--- config.mk ---
export PLATFORM = sky130hd
export DESIGN_NAME = i2c_ram_arbiter_flat
export DESIGN_NICKNAME = d
export VERILOG_FILES = /design/src/rtl/i2c_ram_arbiter_if.sv /design/src/rtl/i2c_ram_arbiter.sv /design/src/flat_wrapper.sv
export SDC_FILE = /design/constraint.sdc
export NUM_CORES = 1
export LEC_CHECK = 0
export CAP_MARGIN = 10
export CORE_ASPECT_RATIO = 1.25
export CORE_MARGIN = 8
export CORE_UTILIZATION = 45
export CTS_CLUSTER_SIZE = 20
export DETAILED_ROUTE_END_ITERATION = 8
export DONT_BUFFER_PORTS = 1
export GPL_ROUTABILITY_DRIVEN = 0
export GPL_TIMING_DRIVEN = 1
export SETUP_SLACK_MARGIN = 0.05
export SLEW_MARGIN = 20
export SYNTH_ARGS = -nofsm -noshare
export SYNTH_HDL_FRONTEND = slang
export SYNTH_SLANG_ARGS = --single-unit
--- constraint.sdc ---
create_clock -name clk -period 2 [get_ports clk]
set_input_delay 0.1 -clock clk [delete_from_list [all_inputs] [get_ports clk]]
set_output_delay 0.1 -clock clk [all_outputs]
set_load 0.01 [all_outputs]
--- src/rtl/i2c_ram_arbiter_if.sv ---
// Requester-side bus of the I2C slave register RAM arbiter.
// One instance per requester: command (req/we/addr/wdata) in one direction,
// grant and read return (gnt/rvalid/rdata) in the other.
interface i2c_ram_arbiter_if #(
  parameter int ADDR_W = 5,
  parameter int DATA_W = 8
);
  logic              req;
  logic              we;
  logic [ADDR_W-1:0] addr;
  logic [DATA_W-1:0] wdata;
  logic              gnt;
  logic              rvalid;
  logic [DATA_W-1:0] rdata;

  // Requester side: issues commands, receives grant and read data.
  modport master (
    output req, we, addr, wdata,
    input  gnt, rvalid, rdata
  );

  // Arbiter side: accepts commands, returns grant and read data.
  modport slave (
    input  req, we, addr, wdata,
    output gnt, rvalid, rdata
  );
endinterface

--- src/rtl/i2c_ram_arbiter.sv ---
// Two-requester arbiter/sequencer for the single-port 32x8 register RAM of
// the I2C slave. Requester A is the I2C byte engine, requester B the host /
// debug port. Accesses are serialised; reads return data two cycles after
// the grant with a one-cycle rvalid pulse to the owning requester.
//
// Build option: define ARB_ROUND_ROBIN_EN to alternate ownership on ties
// (the requester that was not last_owner wins). Without it, A always wins
// ties and last_owner is tracked but does not affect arbitration.
module i2c_ram_arbiter #(
  parameter int ADDR_W = 5,
  parameter int DATA_W = 8
) (
  input  logic                    clk,
  input  logic                    reset,
  i2c_ram_arbiter_if.slave        bus_a,
  i2c_ram_arbiter_if.slave        bus_b,
  output logic [ADDR_W-1:0]       ram_addr,
  output logic [DATA_W-1:0]       ram_din,
  output logic                    ram_we,
  input  logic [DATA_W-1:0]       ram_dout,
  output logic                    busy
);

  typedef enum logic [1:0] {
    IDLE   = 2'd0,
    ACCESS = 2'd1,
    RDWAIT = 2'd2,
    RDRET  = 2'd3
  } state_t;

  typedef enum logic {
    OWN_A = 1'b0,
    OWN_B = 1'b1
  } owner_t;

  state_t            state, state_d;
  owner_t            owner, owner_d;
  owner_t            last_owner, last_owner_d;
  owner_t            pick;
  logic              is_read, is_read_d;
  logic [ADDR_W-1:0] ram_addr_d;
  logic [DATA_W-1:0] ram_din_d;
  logic              ram_we_d;
  logic              gnt_a, gnt_a_d, gnt_b, gnt_b_d;
  logic              rvalid_a, rvalid_a_d, rvalid_b, rvalid_b_d;
  logic [DATA_W-1:0] rdata_a, rdata_a_d, rdata_b, rdata_b_d;

  // Arbitration: a lone requester wins outright; a tie is resolved by policy.
  always_comb begin
    pick = OWN_A;
    if (bus_a.req && bus_b.req) begin
`ifdef ARB_ROUND_ROBIN_EN
      pick = (last_owner == OWN_A) ? OWN_B : OWN_A;
`else
      pick = OWN_A;
`endif
    end else if (bus_b.req) begin
      pick = OWN_B;
    end
  end

  // Next-state and next-output logic for the access sequencer.
  // NOTE: every signal assigned here gets a default first, so no path can
  // leave one unassigned and infer a latch.
  always_comb begin
    state_d      = state;
    owner_d      = owner;
    last_owner_d = last_owner;
    is_read_d    = is_read;
    ram_addr_d   = ram_addr;
    ram_din_d    = ram_din;
    ram_we_d     = 1'b0;
    gnt_a_d      = 1'b0;
    gnt_b_d      = 1'b0;
    rvalid_a_d   = 1'b0;
    rvalid_b_d   = 1'b0;
    rdata_a_d    = rdata_a;
    rdata_b_d    = rdata_b;

    unique case (state)
      IDLE: begin
        if (bus_a.req || bus_b.req) begin
          owner_d      = pick;
          last_owner_d = pick;
          state_d      = ACCESS;
          if (pick == OWN_A) begin
            ram_addr_d = bus_a.addr;
            ram_din_d  = bus_a.wdata;
            ram_we_d   = bus_a.we;
            is_read_d  = !bus_a.we;
            gnt_a_d    = 1'b1;
          end else begin
            ram_addr_d = bus_b.addr;
            ram_din_d  = bus_b.wdata;
            ram_we_d   = bus_b.we;
            is_read_d  = !bus_b.we;
            gnt_b_d    = 1'b1;
          end
        end
      end
      ACCESS: begin
        // The RAM samples the address at the end of this cycle.
        state_d = is_read ? RDWAIT : IDLE;
      end
      RDWAIT: begin
        // ram_dout now reflects the address presented during ACCESS.
        state_d = RDRET;
        if (owner == OWN_A) begin
          rdata_a_d  = ram_dout;
          rvalid_a_d = 1'b1;
        end else begin
          rdata_b_d  = ram_dout;
          rvalid_b_d = 1'b1;
        end
      end
      RDRET: begin
        state_d = IDLE;
      end
      default: begin
        state_d = IDLE;
      end
    endcase
  end

  // State and output registers with synchronous reset.
  // NOTE: sequential state uses non-blocking assignments so every register
  // samples its pre-edge inputs regardless of statement order.
  always_ff @(posedge clk) begin
    if (reset) begin
      state      <= IDLE;
      owner      <= OWN_A;
      last_owner <= OWN_B;
      is_read    <= 1'b0;
      ram_addr   <= '0;
      ram_din    <= '0;
      ram_we     <= 1'b0;
      gnt_a      <= 1'b0;
      gnt_b      <= 1'b0;
      rvalid_a   <= 1'b0;
      rvalid_b   <= 1'b0;
      rdata_a    <= '0;
      rdata_b    <= '0;
    end else begin
      state      <= state_d;
      owner      <= owner_d;
      last_owner <= last_owner_d;
      is_read    <= is_read_d;
      ram_addr   <= ram_addr_d;
      ram_din    <= ram_din_d;
      ram_we     <= ram_we_d;
      gnt_a      <= gnt_a_d;
      gnt_b      <= gnt_b_d;
      rvalid_a   <= rvalid_a_d;
      rvalid_b   <= rvalid_b_d;
      rdata_a    <= rdata_a_d;
      rdata_b    <= rdata_b_d;
    end
  end

  assign busy         = (state != IDLE);
  assign bus_a.gnt    = gnt_a;
  assign bus_a.rvalid = rvalid_a;
  assign bus_a.rdata  = rdata_a;
  assign bus_b.gnt    = gnt_b;
  assign bus_b.rvalid = rvalid_b;
  assign bus_b.rdata  = rdata_b;

endmodule

--- src/flat_wrapper.sv ---
// flat-port wrapper written by rule: the top's interface ports become plain ports
module i2c_ram_arbiter_flat 
#(
  parameter int ADDR_W = 5,
  parameter int DATA_W = 8
)
  (clk, reset, ram_addr, ram_din, ram_we, ram_dout, busy, bus_a_req, bus_a_we, bus_a_addr, bus_a_wdata, bus_a_gnt, bus_a_rvalid, bus_a_rdata, bus_b_req, bus_b_we, bus_b_addr, bus_b_wdata, bus_b_gnt, bus_b_rvalid, bus_b_rdata);
  i2c_ram_arbiter_if #(.ADDR_W(ADDR_W), .DATA_W(DATA_W)) bus_a_i ();
  i2c_ram_arbiter_if #(.ADDR_W(ADDR_W), .DATA_W(DATA_W)) bus_b_i ();
  input  logic clk;
  input  logic reset;
  output logic [ADDR_W-1:0] ram_addr;
  output logic [DATA_W-1:0] ram_din;
  output logic ram_we;
  input  logic [DATA_W-1:0] ram_dout;
  output logic busy;
  input wire logic [$bits(bus_a_i.req)-1:0] bus_a_req;
  input wire logic [$bits(bus_a_i.we)-1:0] bus_a_we;
  input wire logic [$bits(bus_a_i.addr)-1:0] bus_a_addr;
  input wire logic [$bits(bus_a_i.wdata)-1:0] bus_a_wdata;
  output wire logic [$bits(bus_a_i.gnt)-1:0] bus_a_gnt;
  output wire logic [$bits(bus_a_i.rvalid)-1:0] bus_a_rvalid;
  output wire logic [$bits(bus_a_i.rdata)-1:0] bus_a_rdata;
  input wire logic [$bits(bus_b_i.req)-1:0] bus_b_req;
  input wire logic [$bits(bus_b_i.we)-1:0] bus_b_we;
  input wire logic [$bits(bus_b_i.addr)-1:0] bus_b_addr;
  input wire logic [$bits(bus_b_i.wdata)-1:0] bus_b_wdata;
  output wire logic [$bits(bus_b_i.gnt)-1:0] bus_b_gnt;
  output wire logic [$bits(bus_b_i.rvalid)-1:0] bus_b_rvalid;
  output wire logic [$bits(bus_b_i.rdata)-1:0] bus_b_rdata;
  assign bus_a_i.req = bus_a_req;
  assign bus_a_i.we = bus_a_we;
  assign bus_a_i.addr = bus_a_addr;
  assign bus_a_i.wdata = bus_a_wdata;
  assign bus_a_gnt = bus_a_i.gnt;
  assign bus_a_rvalid = bus_a_i.rvalid;
  assign bus_a_rdata = bus_a_i.rdata;
  assign bus_b_i.req = bus_b_req;
  assign bus_b_i.we = bus_b_we;
  assign bus_b_i.addr = bus_b_addr;
  assign bus_b_i.wdata = bus_b_wdata;
  assign bus_b_gnt = bus_b_i.gnt;
  assign bus_b_rvalid = bus_b_i.rvalid;
  assign bus_b_rdata = bus_b_i.rdata;
  i2c_ram_arbiter #(.ADDR_W(ADDR_W), .DATA_W(DATA_W)) u_core (.clk(clk), .reset(reset), .bus_a(bus_a_i), .bus_b(bus_b_i), .ram_addr(ram_addr), .ram_din(ram_din), .ram_we(ram_we), .ram_dout(ram_dout), .busy(busy));
endmodule
==> results of run 1 <==
-- layout make-up --
type                            count  area, um^2  area share, %
Clock inverter                      2        10.0          0.510
Tap cell                           37        46.3           2.36
Clock buffer                        5        68.8           3.50
Timing Repair Buffer               37         375           19.1
Inverter                            1        3.75          0.191
Multi-Input combinational cell    110         699           35.6
Sequential cell                    38         761           38.7
-- cell families (layout without fill, tap and decap cells) --
family	count (synthesis)	in the layout
buf+inv	13	45
flops	38	38
simple gates	63	63
mux	16	16
compound gates	31	31
-- power by group through the flow --
stage               logic (mW)  clock network, mW  registers (mW)
finish                   0.213              0.476           0.850
global route             0.235              0.529           0.856
CTS                      0.207              0.494           0.851
detailed placement       0.143                  0           0.868
global placement         0.136                  0           0.868
floorplan                0.140                  0           0.856
-- Yosys cell counts --
cell type and number:
a21oi_1 17, a311oi_1 6, a311oi_2 7, and2b_1 1
buf_2 2, buf_4 4, buf_6 2, clkbuf_1 4
dfxtp_1 38, inv_2 1, mux2i_1 16, nand2_1 27
nand2b_1 2, nand3_1 1, nand3b_1 3, nor2_1 19
nor2_2 1, nor2_4 1, nor2b_1 1, nor3_1 3
nor3b_1 2, nor4_1 1, o21ai_0 1, or2_1 1
-- through the flow --
step                power [mW]  std cells
floorplan                0.996        161
CTS                       1.55        226
global placement          1.00        188
global route              1.62        230
finish                    1.54        230
detailed placement        1.01        188
-- state kept, by name, indices dropped and copies added, names as in the netlist, named ones only --
register and flops:
u_core.ram_din 8, u_core.ram_addr 5, u_core.ram_we 1, u_core.bus_a.rdata 8, u_core.is_read 1, u_core.owner 1
u_core.bus_b.rdata 8, u_core.bus_a.rvalid 1, u_core.state 1, u_core.bus_a.gnt 1, u_core.bus_b.rvalid 1, u_core.bus_b.gnt 1
-- critical path: stages (launching register included) --
cell	delay, ps
dfxtp_1	380
nor2_4	140
inv_2	80
nor2_2	550
a311oi_1	200
-- worst max-delay path by stage --
stage	end	cells past startpoint	from
2_1_floorplan	u_core.ram_addr[4]$_SDFFE_PP0P_	5	u_core.state[0]$_SDFFE_PP0P_
3_3_place_gp	u_core.ram_din[7]$_SDFFE_PP0P_	4	u_core.state[0]$_SDFFE_PP0P_
3_5_place_dp	u_core.ram_din[7]$_SDFFE_PP0P_	4	u_core.state[0]$_SDFFE_PP0P_
4_1_cts	u_core.ram_din[7]$_SDFFE_PP0P_	4	u_core.state[0]$_SDFFE_PP0P_
5_1_grt	u_core.ram_din[1]$_SDFFE_PP0P_	4	u_core.state[0]$_SDFFE_PP0P_
6_report	u_core.ram_din[1]$_SDFFE_PP0P_	4	u_core.state[0]$_SDFFE_PP0P_
-- per-layer routing --
layer	vias up	share of wire, %
li1	624	-
met1	584	34
met2	58	54
met3	2	11
met4	0	0.59
met5	-	0
-- timing repair --
action,4_1_cts,5_1_grt
endpoints found under the hold margin,38,3
endpoints found under the setup margin,0,0
hold buffers,31,4
==> flow_summary.ini, run 1 <==
[outcome]
status = finished, final reports clean

[worst_setup_path]
end_kind = flop
r2r_cells = 4
ff2ff_setup_slack_ps = 490
regToRegStartpoint = u_core.state[0]$_SDFFE_PP0P_
rr_endpoint = u_core.ram_din[1]$_SDFFE_PP0P_
required_ps = 2120
arrival_ps = 1630
cp_max_fo = 13
path_class = reg2reg
cp-start-kind = flop

[hold_path]
hold_end = u_core.ram_din[5]$_SDFFE_PP0P_
holdCritPathClass = in2reg
hold_start = bus_b_wdata[5]
min_path_cells = 2

[final_layout]
diodes = 0
drive_above_1_share_pct = 10.9
fillers = 279
final_area_mm2 = 0.00196
final_common_cell = dfxtp_1
finish.utilization_pct = 60.4
num-nets-final = 233
syn2layout_area_growth_pct = 27.8
final_cell_mix = dfxtp_1, dlygate4sd3_1, nand2_1, nor2_1, a21oi_1

[floorplanning]
floorplan.core_area_mm2 = 0.00325
die_h_um = 81.3
rows = 23
dieArea_mm2 = 0.00555
start_util_pct = 47.2
die_w_um = 68.3
io_pins = 75

[clock_network]
cts_resized = 0
numCtsBuffers = 5
clk_pin_slew_worst_paths_ps = 70
post_cts.repair.setup_buffers = 0
clockBufferDepth = 2
htreeDepth = 2
clock-sinks = 38
cts_tree = done
clock_latency_ps = 280
cts_root_buf = clkbuf_8

[grt]
grt_max_degree = 39
gr-usage-met2_pct = 25.7
grt.total_usage_pct = 14.3
grt_pass1_vias = 1274
grt_first_pass_wirelength_mm = 6.00
overflow = 0
grt_busiest_layer = met2
grt_util_met3_pct = 8.53
antenna_found_initial = 0
grt_util_met1_pct = 12.9

[placement]
place_ws_ps = 494
port_buffers = 0
dp_hpwl_mm = 2.61
placed_cell_area_mm2 = 0.00153

[yosys]
yosysUniqueCellTypes = 24
synth_compound_area_share_pct = 16.1
synthMuxAreaShare_pct = 10.4
synth_fp_nets = 201
synth_top_area_cell = dfxtp_1
ys_seq_elements = 38
syn_avg_cell_area_um2 = 9.54
synth-xor-area-share_pct = 0
synthTopCellsByArea = dfxtp_1, mux2i_1, a311oi_2, nand2_1, a21oi_1
yosys.area_share.simple_pct = 18.6
yosysWarnings = 0
syn_inst = 161
synth_top_area_share_pct = 49.5
synth-seq-area-share_pct = 49.5
synth_adder_area_share_pct = 0
synth_top_family_by_area = simple AND/OR/NAND/NOR gates
syn_area_mm2 = 0.00154

[route]
wire_per_inst_um = 17.1
drtIter0Drc = 49
via_count = 1268
drt-vias-per-instance = 5.51
routed_wl_mm = 3.93
drcViolationCount = 0
first_pass_iters = 5
ant_nets = 0

[pwr]
ir_worst_vdd_mv = 0.462
seqPwrFrac_pct = 55.2
power_density_mw_per_mm2 = 784
swShare_pct = 25.8
p_int_mw = 1.14
p_clk_share_pct = 31.0
power_frac_comb_pct = 13.9
p_switching_mw = 0.398
p_leak_nw = 0.788

[job]
max-cap-violations = 0

[sta]
fin_crit_sh_pct = 75.5
finalWorstSetupSlack_ps = 490
report.final.slew_viol_count = 0
fin_hold_ws_ps = 9.76
rsz0062_at_grt = no
tightest_slew_ps = 675
final.setup.tns_ps = 0
hold_viol = 0
fin_crit_ps = 1510
clock.fmax_mhz = 662
finalSetupViolCount = 0
clock_skew_ps = 1.70
max_slew_margin_pct = 55.0
Note: power is estimated with default switching activity, not from simulation.
==> run 2: changes to the inputs <==
- ABC_AREA: unset -> 1
- clock period: 2 -> 1.3 ns (I/O delays scaled with it)
==> run 2 against run 1 <==
Combinational power grew 61%; sequential power grew 53%; synthesized area grew 11%; critical path depth shrank 1; non-clock buffer count shrank 21; critical path type is now reg2out.
==> flow_summary.ini, run 2 <==
[pwr]
p_int_mw = 2.19
power_frac_comb_pct = 11.9
p_switching_mw = 0.691
p_clk_share_pct = 42.8
p_leak_nw = 0.906
power_density_mw_per_mm2 = 1430
ir_worst_vdd_mv = 0.930
swShare_pct = 24.0
seqPwrFrac_pct = 45.3

[final_layout]
diodes = 0
num-nets-final = 302
finish.utilization_pct = 53.9
syn2layout_area_growth_pct = 17.6
drive_above_1_share_pct = 9.13
final_cell_mix = nand2_1, nand3_1, nor2_1, dfxtp_1, inv_1
fillers = 383

[outcome]
status = finished, final reports clean

[clock_network]
cts_root_buf = clkbuf_8
clockBufferDepth = 2
clk_pin_slew_worst_paths_ps = 70
clock-sinks = 38
cts_tree = done
clock_latency_ps = 280
numCtsBuffers = 5
htreeDepth = 2

[grt]
grt_first_pass_wirelength_mm = 7.03
antenna_found_initial = 0
overflow = 0
grt.total_usage_pct = 14.4
grt_pass1_vias = 1447
grt_max_degree = 23

[route]
via_count = 1504
drtIter0Drc = 73
first_pass_iters = 4
drcViolationCount = 0
wire_per_inst_um = 14.3
drt-vias-per-instance = 4.96
routed_wl_mm = 4.33
ant_nets = 0

[worst_setup_path]
path_class = reg2out
cp-start-kind = flop
arrival_ps = 1100
path_cells = nor2_4 -> buf_6 -> inv_1
cp_max_fo = 15
required_ps = 1240
end_kind = output port
critPathMaxStageDelay_ps = 380
critPathSlowestCell = dfxtp_1

[yosys]
syn_area_mm2 = 0.00171
synth_most_common_cell = nand2_1
ys_seq_elements = 38
synth-seq-area-share_pct = 44.6
synth_top_area_cell = dfxtp_1
ys_async_sr_fraction_pct = 0
synth_flop_cell = dfxtp_1
yosysWarnings = 0
syn_inst = 250
synth_fp_nets = 290
yosysUniqueCellTypes = 16
syn_avg_cell_area_um2 = 6.82
synth_common_cells = nand2_1, nand3_1, nor2_1
synthTopCellsByArea = dfxtp_1, nand3_1, nand2_1, nor2_1, inv_1
synth_top_area_share_pct = 44.6
synth-edff-count = 0

[floorplanning]
floorplan.core_area_mm2 = 0.00372
die_h_um = 84.8
io_pins = 75
die_w_um = 71.1
start_util_pct = 45.8
dieArea_mm2 = 0.00603
rows = 25

[sta]
final.setup.tns_ps = 0
fin_crit_sh_pct = 89.8
max_slew_margin_pct = 46.2
finalSetupViolCount = 0
clock.fmax_mhz = 856
fin_crit_ps = 1170
hold_viol = 0
rsz0062_at_grt = no
clock_skew_ps = 5.38
tightest_slew_ps = 804
report.final.slew_viol_count = 0

[job]
max-cap-violations = 0

[placement]
port_buffers = 0
dp_hpwl_mm = 3.15

[hold_path]
holdCritPathClass = in2reg
## run 2: power groups by stage
stage	Sequential, mW	Clock (mW)	Combinational [mW]
after floorplan	1.32	0	0.266
after global placement	1.33	0	0.295
after detailed placement	1.33	0	0.297
after CTS	1.31	1.26	0.341
after global routing	1.31	1.32	0.396
final	1.30	1.23	0.342
## run 2: area by class of cell
type                            count  area [um^2]  share of cell area (%)
Clock inverter                      2         60.1                    2.99
Sequential cell                    38          762                    38.0
Inverter                           37          139                    6.92
Clock buffer                        6         82.6                    4.12
Multi-Input combinational cell    164          748                    37.3
Tap cell                           40         50.0                    2.50
Timing Repair Buffer               16          164                    8.17
## run 2: through the flow
step / power (mW) / std cells / hold WS (ps) / worst slack [ps] / area, um^2
2_1_floorplan: 1.58 / 250 / 143 / 237 / 1710
3_3_place_gp: 1.63 / 283 / 138 / 164 / 1730
3_5_place_dp: 1.63 / 283 / 139 / 136 / 1730
4_1_cts: 2.91 / 302 / 4.31 / 78.5 / 1990
5_1_grt: 3.03 / 303 / 4.06 / 54.6 / 2010
6_report: 2.88 / 303 / 16.2 / 132 / 2010
## run 2: worst paths after layout
kind	from	endpoint	slack, ps	cells after the start
min	bus_a_wdata[0]	u_core.ram_din[0]$_SDFFE_PP0P_	20	4
max reg2reg	flop	u_core.bus_b.rdata[5]$_SDFFE_PP0P_	180	5
min reg2reg	u_core.is_read$_SDFFE_PP0P_	flop	490	2
max	u_core.state[0]$_SDFFE_PP0P_	busy	130	3
## run 2: critical path: cells and delay by family, from the launching register on
family                 cells  cell delay [ps]
buffers and inverters      2              270
AND/OR/NAND/NOR            1              180
flip-flops                 1              380
## run 2: cell families after synthesis
logic type / share of synthesized area, %
compound gates: 4.99
buf+inv: 12.0
flops: 44.6
simple gates: 38.4
## run 2: what timing repair did
item | 4_1_cts | 5_1_grt
hold endpoints to repair | 23 | 0
endpoints found under the setup margin | 0 | 10
gates resized for setup | 0 | 4
buffers inserted | 0 | 1
hold buffers | 11 | 0
## run 2: metal layers
layer  vias to the layer above  track usage, %  routed length, um
met5                         -               0                  0
met4                         0            3.98                 24
met3                         2            7.67                461
met2                        53            24.9               2160
met1                       652            14.7               1690
li1                        797               -                  -
==> run 3: changes to the inputs <==
--- a/config.mk
+++ b/config.mk
@@ -10,5 +10,5 @@
 export CORE_ASPECT_RATIO = 1.25
 export CORE_MARGIN = 8
-export CORE_UTILIZATION = 45
+export CORE_UTILIZATION = 38
 export CTS_CLUSTER_SIZE = 20
 export DETAILED_ROUTE_END_ITERATION = 8
==> constraint.sdc (replaced) <==
create_clock -name clk -period 1.3 [get_ports clk]
set_input_delay 0 -clock clk [delete_from_list [all_inputs] [get_ports clk]]
set_output_delay 0 -clock clk [all_outputs]
set_load 0.01 [all_outputs]
==> run 3 against run 2 <==
Worst setup slack better by 40 ps; clock power is 38% lower; worst hold slack improved by 52 ps; die area up 14%; core utilization down 2.7 points; sequential power about the same; global-route usage grew 0.65 points; maximum frequency increased by 3.5%; cell area increased by 11%; total power shrank 13%; critical path type is now reg2reg; highest routed layer unchanged.
==> flow_summary.ini, run 3 (synthesized netlist as in run 2, its figures left out) <==
[pwr]
ir_worst_vdd_mv = 0.483
p_leak_nw = 0.989
p_int_mw = 1.79
p_clk_share_pct = 30.4
seqPwrFrac_pct = 52.5
p_switching_mw = 0.700
power_density_mw_per_mm2 = 1120
swShare_pct = 28.1
power_frac_comb_pct = 17.1
p_total_mw = 2.49

[route]
wire_per_inst_um = 14.7
drcViolationCount = 0
drt-vias-per-instance = 4.77
drtIter0Drc = 94
first_pass_iters = 4
via_count = 1666
ant_nets = 0
routed_wl_mm = 5.12

[worst_setup_path]
critPathSlowestCell = dfxtp_1
arrival_ps = 1320
path_class = reg2reg
cp-start-kind = flop
path_cells = nor2_4 -> buf_4 -> nand3_1 -> nor3_1
required_ps = 1500
critPathMaxStageDelay_ps = 380
crit_family = simple AND/OR/NAND/NOR gates
end_kind = flop
cp_max_fo = 10
critPathBufInv = 1

[floorplanning]
rows = 27
die_h_um = 90.9
dieArea_mm2 = 0.00690
start_util_pct = 39.1
die_w_um = 75.9
io_pins = 75
floorplan.core_area_mm2 = 0.00436

[final_layout]
diodes = 0
syn2layout_area_growth_pct = 30.7
fillers = 413
drive_above_1_share_pct = 7.56
num-nets-final = 331
finish.utilization_pct = 51.1
final_cell_mix = nand2_1, nand3_1, nor2_1, dlygate4sd3_1, dfxtp_1
final_area_mm2 = 0.00223

[hold_path]
holdCritPathClass = in2reg

[sta]
report.final.slew_viol_count = 0
max_slew_margin_pct = 43.7
finalSetupViolCount = 0
clock_skew_ps = 6.39
finalWorstSetupSlack_ps = 172
fin_crit_ps = 1130
clock.fmax_mhz = 887
final.setup.tns_ps = 0
rsz0062_at_grt = no
fin_crit_sh_pct = 86.8
hold_viol = 0
tightest_slew_ps = 842

[grt]
grt.total_usage_pct = 15.0
grt_first_pass_wirelength_mm = 8.51
grt_max_degree = 23
grt_pass1_vias = 1701
overflow = 0
antenna_found_initial = 0

[job]
max-cap-violations = 0

[placement]
port_buffers = 0
placed_cell_area_mm2 = 0.00176
dp_hpwl_mm = 3.30
place_ws_ps = 171

[outcome]
status = finished, final reports clean

[clock_network]
clock_latency_ps = 280
numCtsBuffers = 5
post_cts.repair.setup_buffers = 0
cts_root_buf = clkbuf_8
cts_tree = done
htreeDepth = 2
clock-sinks = 38
clockBufferDepth = 2
clk_pin_slew_worst_paths_ps = 70
==> run 3: cell type report <==
type / instances / area (um^2) / area share (%)
inverters: 37 / 139 / 6.23
clock buffers: 7 / 76.3 / 3.43
flip-flops and latches: 38 / 762 / 34.2
multi-input cells: 164 / 743 / 33.4
well taps: 58 / 72.6 / 3.26
repair buffers: 45 / 435 / 19.5
==> run 3: metrics by stage <==
stage                     hold slack (ps)  cells
after detailed placement             75.9    303
final                                68.1    349
after global routing                 74.7    349
after CTS                            57.8    349
after floorplan                      78.2    250
after global placement               74.3    303
==> run 3: final timing paths <==
path                                      from                           to  slack [ps]  cells after the start
hold reg to reg    u_core.is_read$_SDFFE_PP0P_                         flop         490                      2
setup / recovery  u_core.state[0]$_SDFFE_PP0P_     u_core.ram_we$_SDFF_PP0_         170                      4
hold / removal                       bus_b_req  u_core.is_read$_SDFFE_PP0P_          70                      4
setup reg to reg  u_core.state[0]$_SDFFE_PP0P_     u_core.ram_we$_SDFF_PP0_         170                      4
==> run 3: what timing repair did <==
item | in CTS | in global routing
endpoints found under the hold margin | 38 | 0
resized for setup | 0 | 2
hold buffers | 39 | 0
setup endpoints to repair | 0 | 8
==> run 3: power by group through the flow <==
stage               combinational (mW)  sequential (mW)  clock (mW)
floorplan                        0.266             1.32           0
global placement                 0.297             1.34           0
detailed placement               0.299             1.34           0
CTS                              0.417             1.31       0.780
global route                     0.482             1.32       0.831
finish                           0.426             1.31       0.758
==> run 3: routing by layer <==
layer	vias up	GRT usage (%)	part of all wire [%]
li1	855	-	-
met1	731	14.2	37
met2	73	26.9	51
met3	7	8.17	11
met4	0	5.08	1.6
met5	-	0	0
==> run 3: worst register-to-register path, delay by kind of cell, from the launching register on <==
kind / cells / cell delay (ps)
flops: 1 / 380
simple gates: 3 / 460
buf+inv: 1 / 200
